$ cat config.mk
export PLATFORM = sky130hd
export DESIGN_NAME = uart_rx_flat
export DESIGN_NICKNAME = d
export VERILOG_FILES = /design/src/rtl/uart_pkg.sv /design/src/rtl/uart_rx_if.sv /design/src/rtl/uart_rx_sync.sv /design/src/rtl/uart_rx.sv /design/src/flat_wrapper.sv
export SDC_FILE = /design/constraint.sdc
export NUM_CORES = 1
export LEC_CHECK = 0
export ABC_AREA = 1
export CORE_MARGIN = 2
export CORE_UTILIZATION = 60
export CTS_CLUSTER_DIAMETER = 50
export DETAILED_ROUTE_END_ITERATION = 10
export PLACE_DENSITY = 0.85
export SYNTH_ARGS = -nofsm -noshare
export SYNTH_HDL_FRONTEND = slang
export SYNTH_SLANG_ARGS = --single-unit
$ cat constraint.sdc
create_clock -name clk -period 4.8 [get_ports clk]
set_input_delay 0.96 -clock clk [delete_from_list [all_inputs] [get_ports clk]]
set_output_delay 0.96 -clock clk [all_outputs]
set_load 0.05 [all_outputs]
$ cat src/rtl/uart_pkg.sv
// Shared UART definitions: receiver state encoding, character length limits
// and the parity helper used by both the receiver and the transmitter.
package uart_pkg;

  typedef enum logic [2:0] {
    IDLE      = 3'd0,
    START     = 3'd1,
    DATA      = 3'd2,
    PARITY    = 3'd3,
    STOP      = 3'd4,
    WAIT_HIGH = 3'd5
  } rx_state_t;

  localparam int MIN_DATA_BITS = 5;
  localparam int MAX_DATA_BITS = 8;

  // Map the LCR character length onto the supported 5..8 range.
  function automatic logic [3:0] clamp_bits(input logic [3:0] n);
    logic [3:0] r;
    if (n < 4'(MIN_DATA_BITS)) begin
      r = 4'(MIN_DATA_BITS);
    end else if (n > 4'(MAX_DATA_BITS)) begin
      r = 4'(MAX_DATA_BITS);
    end else begin
      r = n;
    end
    return r;
  endfunction

  // Expected parity bit over the low nbits of data (even: ^data, odd: ~^data).
  function automatic logic parity_calc(input logic [7:0] data, input logic [3:0] nbits,
                                       input logic even);
    logic [7:0] m;
    for (int i = 0; i < 8; i++) begin
      m[i] = (i < int'(nbits)) ? data[i] : 1'b0;
    end
    return even ? (^m) : (~^m);
  endfunction

endpackage

$ cat src/rtl/uart_rx_if.sv
// Receiver-to-FIFO bus: one character per rx_valid pulse with its status.
interface uart_rx_if;
  logic [7:0] rx_data;
  logic       rx_valid;
  logic       parity_err;
  logic       framing_err;
  logic       break_det;
  logic       rx_busy;

  modport master (output rx_data, rx_valid, parity_err, framing_err, break_det, rx_busy);
  modport slave  (input  rx_data, rx_valid, parity_err, framing_err, break_det, rx_busy);
endinterface

$ cat src/rtl/uart_rx_sync.sv
// rxd input conditioning: 2-flop synchroniser, plus (with
// UART_RX_MAJORITY_VOTE_EN defined) a 2-of-3 vote over the last three tick samples.
module uart_rx_sync (
  input  logic clk,
  input  logic rst,
  input  logic rxd,
`ifdef UART_RX_MAJORITY_VOTE_EN
  input  logic tick,
`endif
  output logic rxd_s,
  output logic bit_val
);

  logic [1:0] sync_r;

  // Two-flop synchroniser, reset to the idle (high) line level.
  always_ff @(posedge clk or posedge rst) begin
    if (rst) begin
      sync_r <= 2'b11;
    end else begin
      sync_r <= {sync_r[0], rxd};
    end
  end

  assign rxd_s = sync_r[1];

`ifdef UART_RX_MAJORITY_VOTE_EN
  logic [1:0] hist_r;

  // Hold the samples from the two previous ticks (mid-2, mid-1 at decision time).
  always_ff @(posedge clk or posedge rst) begin
    if (rst) begin
      hist_r <= 2'b11;
    end else if (tick) begin
      hist_r <= {hist_r[0], rxd_s};
    end else begin
      hist_r <= hist_r;
    end
  end

  assign bit_val = (hist_r[1] & hist_r[0]) | (hist_r[1] & rxd_s) | (hist_r[0] & rxd_s);
`else
  assign bit_val = rxd_s;
`endif

endmodule

$ cat src/rtl/uart_rx.sv
// 16550-style serial receiver. Oversampled by OVERSAMPLE ticks per bit;
// optional majority-vote sampling via UART_RX_MAJORITY_VOTE_EN.
module uart_rx
  import uart_pkg::*;
#(
  parameter int OVERSAMPLE = 16
) (
  input  logic       clk,
  input  logic       rst,
  input  logic       rxd,
  input  logic       tick,
  input  logic [3:0] data_bits,
  input  logic       parity_en,
  input  logic       parity_even,
  input  logic [1:0] stop_bits,
  uart_rx_if.master  bus
);

  localparam int TW = $clog2(OVERSAMPLE);
  localparam logic [TW-1:0] MID_START = TW'(OVERSAMPLE / 2 - 1);
  localparam logic [TW-1:0] BIT_END   = TW'(OVERSAMPLE - 1);
  localparam logic [TW-1:0] T_ONE     = TW'(1);
  localparam logic [TW-1:0] T_ZERO    = TW'(0);

  rx_state_t     state_r, state_n;
  logic [TW-1:0] tcnt_r, tcnt_n;
  logic [3:0]    bcnt_r, bcnt_n;
  logic [7:0]    shreg_r, shreg_n;
  logic          par_r, par_n;
  logic [7:0]    data_r, data_n;
  logic          valid_r, valid_n;
  logic          perr_r, perr_n;
  logic          ferr_r, ferr_n;
  logic          brk_r, brk_n;
  logic          busy_r;
  logic          rxd_s, bit_val_s;
  logic [3:0]    nb_s;

  // Only the first stop bit is checked, so the stop-bit count is not consumed here.
  logic unused_cfg_s;
  assign unused_cfg_s = ^stop_bits;

  uart_rx_sync u_sync (
    .clk     (clk),
    .rst     (rst),
    .rxd     (rxd),
`ifdef UART_RX_MAJORITY_VOTE_EN
    .tick    (tick),
`endif
    .rxd_s   (rxd_s),
    .bit_val (bit_val_s)
  );

  assign nb_s = clamp_bits(data_bits);

  // Next-state, counter and output-register logic; everything advances only on tick.
  always_comb begin
    state_n = state_r;
    tcnt_n  = tcnt_r;
    bcnt_n  = bcnt_r;
    shreg_n = shreg_r;
    par_n   = par_r;
    data_n  = data_r;
    valid_n = 1'b0;
    perr_n  = 1'b0;
    ferr_n  = 1'b0;
    brk_n   = 1'b0;
    if (tick) begin
      tcnt_n = tcnt_r + T_ONE;
      case (state_r)
        IDLE: begin
          if (!rxd_s) begin
            tcnt_n  = T_ZERO;
            state_n = START;
          end else begin
            state_n = IDLE;
          end
        end
        START: begin
          if (tcnt_r == MID_START) begin
            if (bit_val_s) begin
              state_n = IDLE;
            end else begin
              tcnt_n  = T_ZERO;
              bcnt_n  = 4'd0;
              shreg_n = 8'h00;
              state_n = DATA;
            end
          end else begin
            state_n = START;
          end
        end
        DATA: begin
          if (tcnt_r == BIT_END) begin
            if (bcnt_r < 4'd8) begin
              shreg_n[bcnt_r[2:0]] = bit_val_s;
            end else begin
              shreg_n = shreg_r;
            end
            bcnt_n = bcnt_r + 4'd1;
            // >= rather than == so a mid-frame length change still terminates the frame.
            if (bcnt_r >= nb_s - 4'd1) begin
              state_n = parity_en ? PARITY : STOP;
            end else begin
              state_n = DATA;
            end
          end else begin
            state_n = DATA;
          end
        end
        PARITY: begin
          if (tcnt_r == BIT_END) begin
            par_n   = bit_val_s;
            state_n = STOP;
          end else begin
            state_n = PARITY;
          end
        end
        STOP: begin
          if (tcnt_r == BIT_END) begin
            data_n  = shreg_r;
            valid_n = 1'b1;
            ferr_n  = ~bit_val_s;
            perr_n  = parity_en & (par_r ^ parity_calc(shreg_r, nb_s, parity_even));
            brk_n   = ~bit_val_s & (shreg_r == 8'h00) & (~parity_en | ~par_r);
            state_n = bit_val_s ? IDLE : WAIT_HIGH;
          end else begin
            state_n = STOP;
          end
        end
        WAIT_HIGH: begin
          if (rxd_s) begin
            state_n = IDLE;
          end else begin
            state_n = WAIT_HIGH;
          end
        end
        default: begin
          state_n = IDLE;
        end
      endcase
    end else begin
      state_n = state_r;
    end
  end

  // State, counters and registered outputs.
  always_ff @(posedge clk or posedge rst) begin
    if (rst) begin
      state_r <= IDLE;
      tcnt_r  <= T_ZERO;
      bcnt_r  <= 4'd0;
      shreg_r <= 8'h00;
      par_r   <= 1'b0;
      data_r  <= 8'h00;
      valid_r <= 1'b0;
      perr_r  <= 1'b0;
      ferr_r  <= 1'b0;
      brk_r   <= 1'b0;
      busy_r  <= 1'b0;
    end else begin
      state_r <= state_n;
      tcnt_r  <= tcnt_n;
      bcnt_r  <= bcnt_n;
      shreg_r <= shreg_n;
      par_r   <= par_n;
      data_r  <= data_n;
      valid_r <= valid_n;
      perr_r  <= perr_n;
      ferr_r  <= ferr_n;
      brk_r   <= brk_n;
      busy_r  <= (state_n != IDLE);
    end
  end

  assign bus.rx_data     = data_r;
  assign bus.rx_valid    = valid_r;
  assign bus.parity_err  = perr_r;
  assign bus.framing_err = ferr_r;
  assign bus.break_det   = brk_r;
  assign bus.rx_busy     = busy_r;

endmodule

$ cat src/flat_wrapper.sv
// flat-port wrapper written by rule: the top's interface ports become plain ports
module uart_rx_flat import uart_pkg::*;
#(
  parameter int OVERSAMPLE = 16
)
  (clk, rst, rxd, tick, data_bits, parity_en, parity_even, stop_bits, bus_rx_data, bus_rx_valid, bus_parity_err, bus_framing_err, bus_break_det, bus_rx_busy);
  uart_rx_if bus_i ();
  input  logic clk;
  input  logic rst;
  input  logic rxd;
  input  logic tick;
  input  logic [3:0] data_bits;
  input  logic parity_en;
  input  logic parity_even;
  input  logic [1:0] stop_bits;
  output wire logic [$bits(bus_i.rx_data)-1:0] bus_rx_data;
  output wire logic [$bits(bus_i.rx_valid)-1:0] bus_rx_valid;
  output wire logic [$bits(bus_i.parity_err)-1:0] bus_parity_err;
  output wire logic [$bits(bus_i.framing_err)-1:0] bus_framing_err;
  output wire logic [$bits(bus_i.break_det)-1:0] bus_break_det;
  output wire logic [$bits(bus_i.rx_busy)-1:0] bus_rx_busy;
  assign bus_rx_data = bus_i.rx_data;
  assign bus_rx_valid = bus_i.rx_valid;
  assign bus_parity_err = bus_i.parity_err;
  assign bus_framing_err = bus_i.framing_err;
  assign bus_break_det = bus_i.break_det;
  assign bus_rx_busy = bus_i.rx_busy;
  uart_rx #(.OVERSAMPLE(OVERSAMPLE)) u_core (.clk(clk), .rst(rst), .rxd(rxd), .tick(tick), .data_bits(data_bits), .parity_en(parity_en), .parity_even(parity_even), .stop_bits(stop_bits), .bus(bus_i));
endmodule
After elaboration in Yosys (flattened, before gate mapping)
Cells that the tools add are included.
Word-level totals
  register bits: 35
  output and inout bits: 13
  logic and storage cells: 108
Cells by class
  add/sub/neg operators: 3
  $lt $le $gt $ge: 14
  equal/unequal tests: 11
  multiplexer cells: 49
  bitwise operators: 8
  reductions and logical operators: 11
Operators by type and width (count)
  8-bit two-way mux: 4
  4-bit two-way mux: 7
  1-bit two-way mux: 23
  3-bit two-way mux: 7
  3-bit one-hot mux with 6 select lines: 1
  3-bit by 4-bit < comparator with 1-bit output, first input constant: 4
  4-bit one-hot mux with 2 select lines: 2
  8-bit one-hot mux with 2 select lines: 1
  4-bit by 1-bit adder with 4-bit output, second input constant: 2
  8-bit bitwise mux: 1
  8-bit logical NOT: 1
  1-bit by 4-bit < comparator with 1-bit output, first input constant: 2
  2-bit by 4-bit < comparator with 1-bit output, first input constant: 2
  8-bit XNOR reduction: 1
  8-bit XOR reduction: 1
  3-bit by 2-bit equality test with 1-bit output, second input constant: 2
  3-bit equality test, second input constant: 2
  2-bit by 1-bit != test with 1-bit output, second input constant: 3
  3-bit AND reduction: 2
  6-bit AND reduction: 1
  5-bit AND reduction: 1
  4-bit by 3-bit equality test with 1-bit output, second input constant: 1
  4-bit equality test, second input constant: 1
  4-bit greater-or-equal comparator: 1
  other kinds (18): 23

Longest topological paths before layout
  depth in word-level cells: 12
  gate-level depth with buffers: 16
  gate-level depth less buffers: 16

Hierarchy
Synthesis repeated with hierarchy kept, for this count alone.
Unflattened totals
  cell total of the unflattened synthesis: 282
  area total of the unflattened synthesis: 2073.2 um^2
By module, submodules not included
  uart_rx: times used 1, cells each 278, area each 2009.4 um^2, sequential area each 825.8 um^2
  uart_rx_sync: times used 1, cells each 4, area each 63.8 um^2, sequential area each 52.6 um^2

Worst setup path after synthesis
OpenSTA, ideal clock, no wires.
  path kind: input port to flip-flop
  start: input port data_bits[2]
  end: register u_core.busy_r, in the netlist u_core.bus.rx_busy
  arrival: 2.559 ns
  data required time: 4.678 ns
  slack: 2.119 ns
  stages: 15
  cells stage by stage: nand2_1 -> o21ai_0 -> inv_1 -> ha_1 -> inv_1 -> ha_1 -> inv_1 -> o21bai_1 -> nand2_1 -> nand3_1 -> nand2_1 -> nand2_1 -> nand2_1 -> a21oi_1 -> nand2_1
On the way
  cells in the longest elaborated chain, start to end: 10
RTL lines
  start, declared: RTL line flat_wrapper.sv:12  | input logic [3:0] data_bits;
  4-bit greater-than comparator: RTL line uart_pkg.sv:22  | end else if (n > 4'(MAX_DATA_BITS)) begin
  4-bit two-way mux: RTL line uart_pkg.sv:22
  4-bit two-way mux (*): RTL line uart_pkg.sv:20  | if (n < 4'(MIN_DATA_BITS)) begin
  4-bit by 1-bit subtractor with 4-bit output (*): RTL line uart_rx.sv:102  | if (bcnt_r >= nb_s - 4'd1) begin
  4-bit greater-or-equal comparator (*): RTL line uart_rx.sv:102
  3-bit two-way mux (*): RTL line uart_rx.sv:102
  3-bit two-way mux (*): RTL line uart_rx.sv:94  | if (tcnt_r == BIT_END) begin
  3-bit one-hot mux with 6 select lines (*): RTL line uart_rx.sv:70  | case (state_r)
  3-bit two-way mux (*): RTL line uart_rx.sv:68  | if (tick) begin
  3-bit nonzero test (*): RTL line uart_rx.sv:172  | busy_r <= (state_n != IDLE);
  end signal, assigned: RTL line uart_rx.sv:172
  end, declared: RTL line uart_rx.sv:35  | logic busy_r;
Mark *: on every way between the ends. The rest lies on a longest branch, timed or not.
A chain may end at the register's enable or synchronous reset.

Final worst setup path
  start: input port data_bits[1]
  end: register u_core.busy_r, in the netlist u_core.bus.rx_busy
The elaborated chain is that of the path after synthesis.

==> impl_results.md <==
- Worst-Skew Late Latency: around 0.33 ns
- CTS Root Cell: clkbuf_4
- Total wire length: roughly 4.0 mm
- Post-DP HPWL: just over 3 mm
- Tcrit/Tclk final: between 60% and 70%
- H-tree levels: 2
- Post-synthesis xor/xnor area fraction: roughly 1.7%
- Flop pwr share: 43.5%
- CTS Buffer Depth: 2
- Synth Area in Compound Gates: under 10%
- Post-Syn Instances: approximately 280
- R2R Path Start: u_core.tcnt_r[0]
- Vias in the first global route: 1,648
- CTS clock-pin slew for the worst setup and hold paths: around 0.1 ns
- Met1 usage: between 20 and 30%
- Met2 usage: about two fifths
- Core region area: ~3300 um2
- Switching Fraction: between 30% and 40%
- GRT Resource Usage Total: 23.0%
- WP data arrival: ~3.3 ns
- Iter 0 DRT Violations: 55
- Vias: 1,821
- Peak supply drop: roughly 0.26 mV
- Grt met3 use: 6.31%
- Fmax: 324 MHz
- Pwr Density: 370 nW/um2
- Adder-cell share of the synthesized area: under 10%
- Hold_ws: ~0.37 ns
- Area Overhead vs Synth: 16.6%
- I/O pin cnt: 25
- Largest family of logic cells by synthesized area: simple AND/OR/NAND/NOR gates
- Gr ovfl total: 0
- Inserted Diodes: 0
- Postcts setup bufs: 0
- Async set-or-reset flop fraction in the synthesized netlist: between 90% and 100%
- Most frequent cell after synthesis: nand2_1
- IO Port Bufs: 22
- Final ANT Viol Nets: 0
- Number of library cell types mapped by synthesis: 32
- First-pass GRT wire length: just over 7 mm
- Status: completed
- Setup TNS: 0 ns
- Cell Area, Synth: about 2100 um2
- Clock group share of total power: 24.1%
- Leakage: about 1.2 nW
- PostCTS Resize Cnt: 0
- Final Slew Violations: 0
- Fin. Hold Viols: 0
- Final setup fails: 0
- Initial core utilization: a little over 60%
- Vias per cell: roughly 5.2
- Fin cells: 351
- Post-synth top area share: 39.8%
- Hold Path Origin: u_core.u_sync.sync_r[0]
- RSZ-0062 raised after global routing: no
- Post-Synthesis Net Count: about 300
- Post-synthesis sequential area ratio: a little over two fifths
- Layout cells sized above 1: approximately a tenth
- HP Class: register to register
- Simple-Gate Fraction of Synth Area: 31.7%
- Clock sinks: 35
- Antenna violations before repair: 0
- Fill cell count: approximately 270
- Final net count: around 330
- Dominant cell type by area after synthesis: dfrtp_1
- Number of synthesized register bits: 35
- Worst slew margin: 65.1%
- Top_reg_cell synth: dfrtp_1
- CTS Hold Bufs: 0
- Critical Path RT: ~5.0 ns
- Fin crit period: 3.08 ns
- EDFF count, synth: 0
- Clock skew: between 0.004 and 0.005 ns
- CTS Buf Count: 5
- Setup CP Type: input port to register
- Largest net degree at the start of global routing: 36
- Worst slew pin tran: approximately 0.52 ns
- Gr busiest metal: met2
- CTS tree: yes
- Max-cap violations: 0
- Internal: approximately 0.00056 W
- DP Cell Count: between 300 and 400
- Row cnt: 21
- Pre-antenna DRT Iters: 4
- Syn Area/Cell: 7.49 um2
- Placer congestion estimate: approximately 0.85
- Die Span X: ~63 um
- WL per Instance: between 10 and 15 um
- Critical path launch point type: input port
- Mux contribution to synthesized area: 0%
- Die Y-Extent: roughly 63 um
- Switch Pwr: 0.000336 W
- Synth area leaders: dfrtp_1 40%, nand2_1 15%, inv_1 6.7%, ha_1 5.4%, nand3_1 4.6%
- Comb pwr share: 32.4%
- # DRC: 0
- Ys Warns: 0
- Critical Path Start: data_bits[1]
- Die ar.: roughly 3900 um2
- Commonest cells post-synth: 82 x nand2_1, 37 x inv_1, 33 x dfrtp_1, 21 x nor2_1, 19 x nand3_1
- Critical Path Fanout Max: 3
- Crit end category: register
-- power by group through the flow --
stage	Clock, W	Sequential (W)	Combinational (W)
final	0.000216	0.000390	0.000290
after global routing	0.000242	0.000395	0.000334
after CTS	0.000222	0.000388	0.000291
after detailed placement	0	0.000394	0.000286
after global placement	0	0.000390	0.000277
after floorplan	0	0.000404	0.000202
-- cell usage in the layout (no fill, tap or decap), drive strengths merged --
cell type / instances
nor3: 11
clkinv: 2
a31oi: 2
a21oi: 10
clkdlybuf4s50: 22
o21ai: 19
o21a: 1
nand2: 87
ha: 9
buf: 1
inv: 41
xor2: 3
a21boi: 1
o21bai: 1
nand4: 4
bufinv: 1
clkbuf: 6
xnor2: 1
dfstp: 2
o2bb2ai: 1
nand3: 22
conb: 1
dfrtp: 33
nor2: 24
-- worst paths after layout --
check / end / slack [ns] / depth (start not counted)
min: u_core.u_sync.sync_r[1] / 0.37 / 0
max in group asynchronous: u_core.u_sync.sync_r[0] / 3.45 / 3
min in group asynchronous: u_core.tcnt_r[0] / 1.02 / 3
min reg2reg: u_core.u_sync.sync_r[1] / 0.37 / 0
max: u_core.bus.rx_busy / 1.72 / 16
max reg2reg: u_core.shreg_r[0] / 2.93 / 10
-- layer usage --
layer  routed length [um]  vias up  part of all wire [%]
met5                    0        -                     0
met2                 2020       54                    50
met3                  206        8                   5.1
li1                     -      935                     -
met4                   72        0                   1.8
met1                 1740      824                    43
-- worst max-delay path: stages --
cell and delay [ns]:
clkdlybuf4s50_1 0.45, nand2_1 0.07, o21ai_0 0.32, inv_1 0.13, ha_1 0.29, inv_1 0.04
ha_1 0.28, inv_1 0.04, o21bai_1 0.11, nand2_1 0.06, nand3_1 0.13, nand2_1 0.07
nand2_1 0.06, nand2_1 0.05, a21oi_1 0.18, nand2_1 0.07
-- flip-flops by register name (all words and copies together) (netlist names) --
name                    count
u_core.state_r              3
u_core.par_r                1
u_core.bus.framing_err      1
u_core.shreg_r              8
u_core.bus.rx_valid         1
u_core.u_sync.sync_r        2
u_core.bus.rx_data          8
u_core.bus.rx_busy          1
u_core.bcnt_r               4
u_core.bus.break_det        1
u_core.tcnt_r               4
u_core.bus.parity_err       1
-- cells by family after synthesis --
| family | count (synthesis) |
|---|---|
| other cells | 1 |
| flops | 35 |
| xor+xnor | 4 |
| simple gates | 148 |
| fa+ha+maj | 9 |
| compound gates | 35 |
| buf+inv | 45 |
-- stage by stage --
stage / area, um2 / power, W / util (%) / setup WS, ns
detailed placement: 2330 / 0.000679 / 69.9 / 1.37
floorplan: 2070 / 0.000606 / - / 2.12
CTS: 2420 / 0.000901 / 72.5 / 1.73
finish: 2420 / 0.000895 / 72.5 / 1.72
global placement: 2330 / 0.000666 / 69.9 / 1.42
global route: 2420 / 0.000971 / 72.5 / 1.40
-- cell type report --
class                      instances  area (um2)  area share, %
clock inverter                     2        35.0           1.45
clock buffer                       6        51.3           2.12
sequential                        35         878           36.3
multi-input combinational        197        1010           41.8
tap                               46        57.6           2.38
timing repair buffer              23         228           9.41
inverter                          42         158           6.51
(Power assumes the default switching activity.)
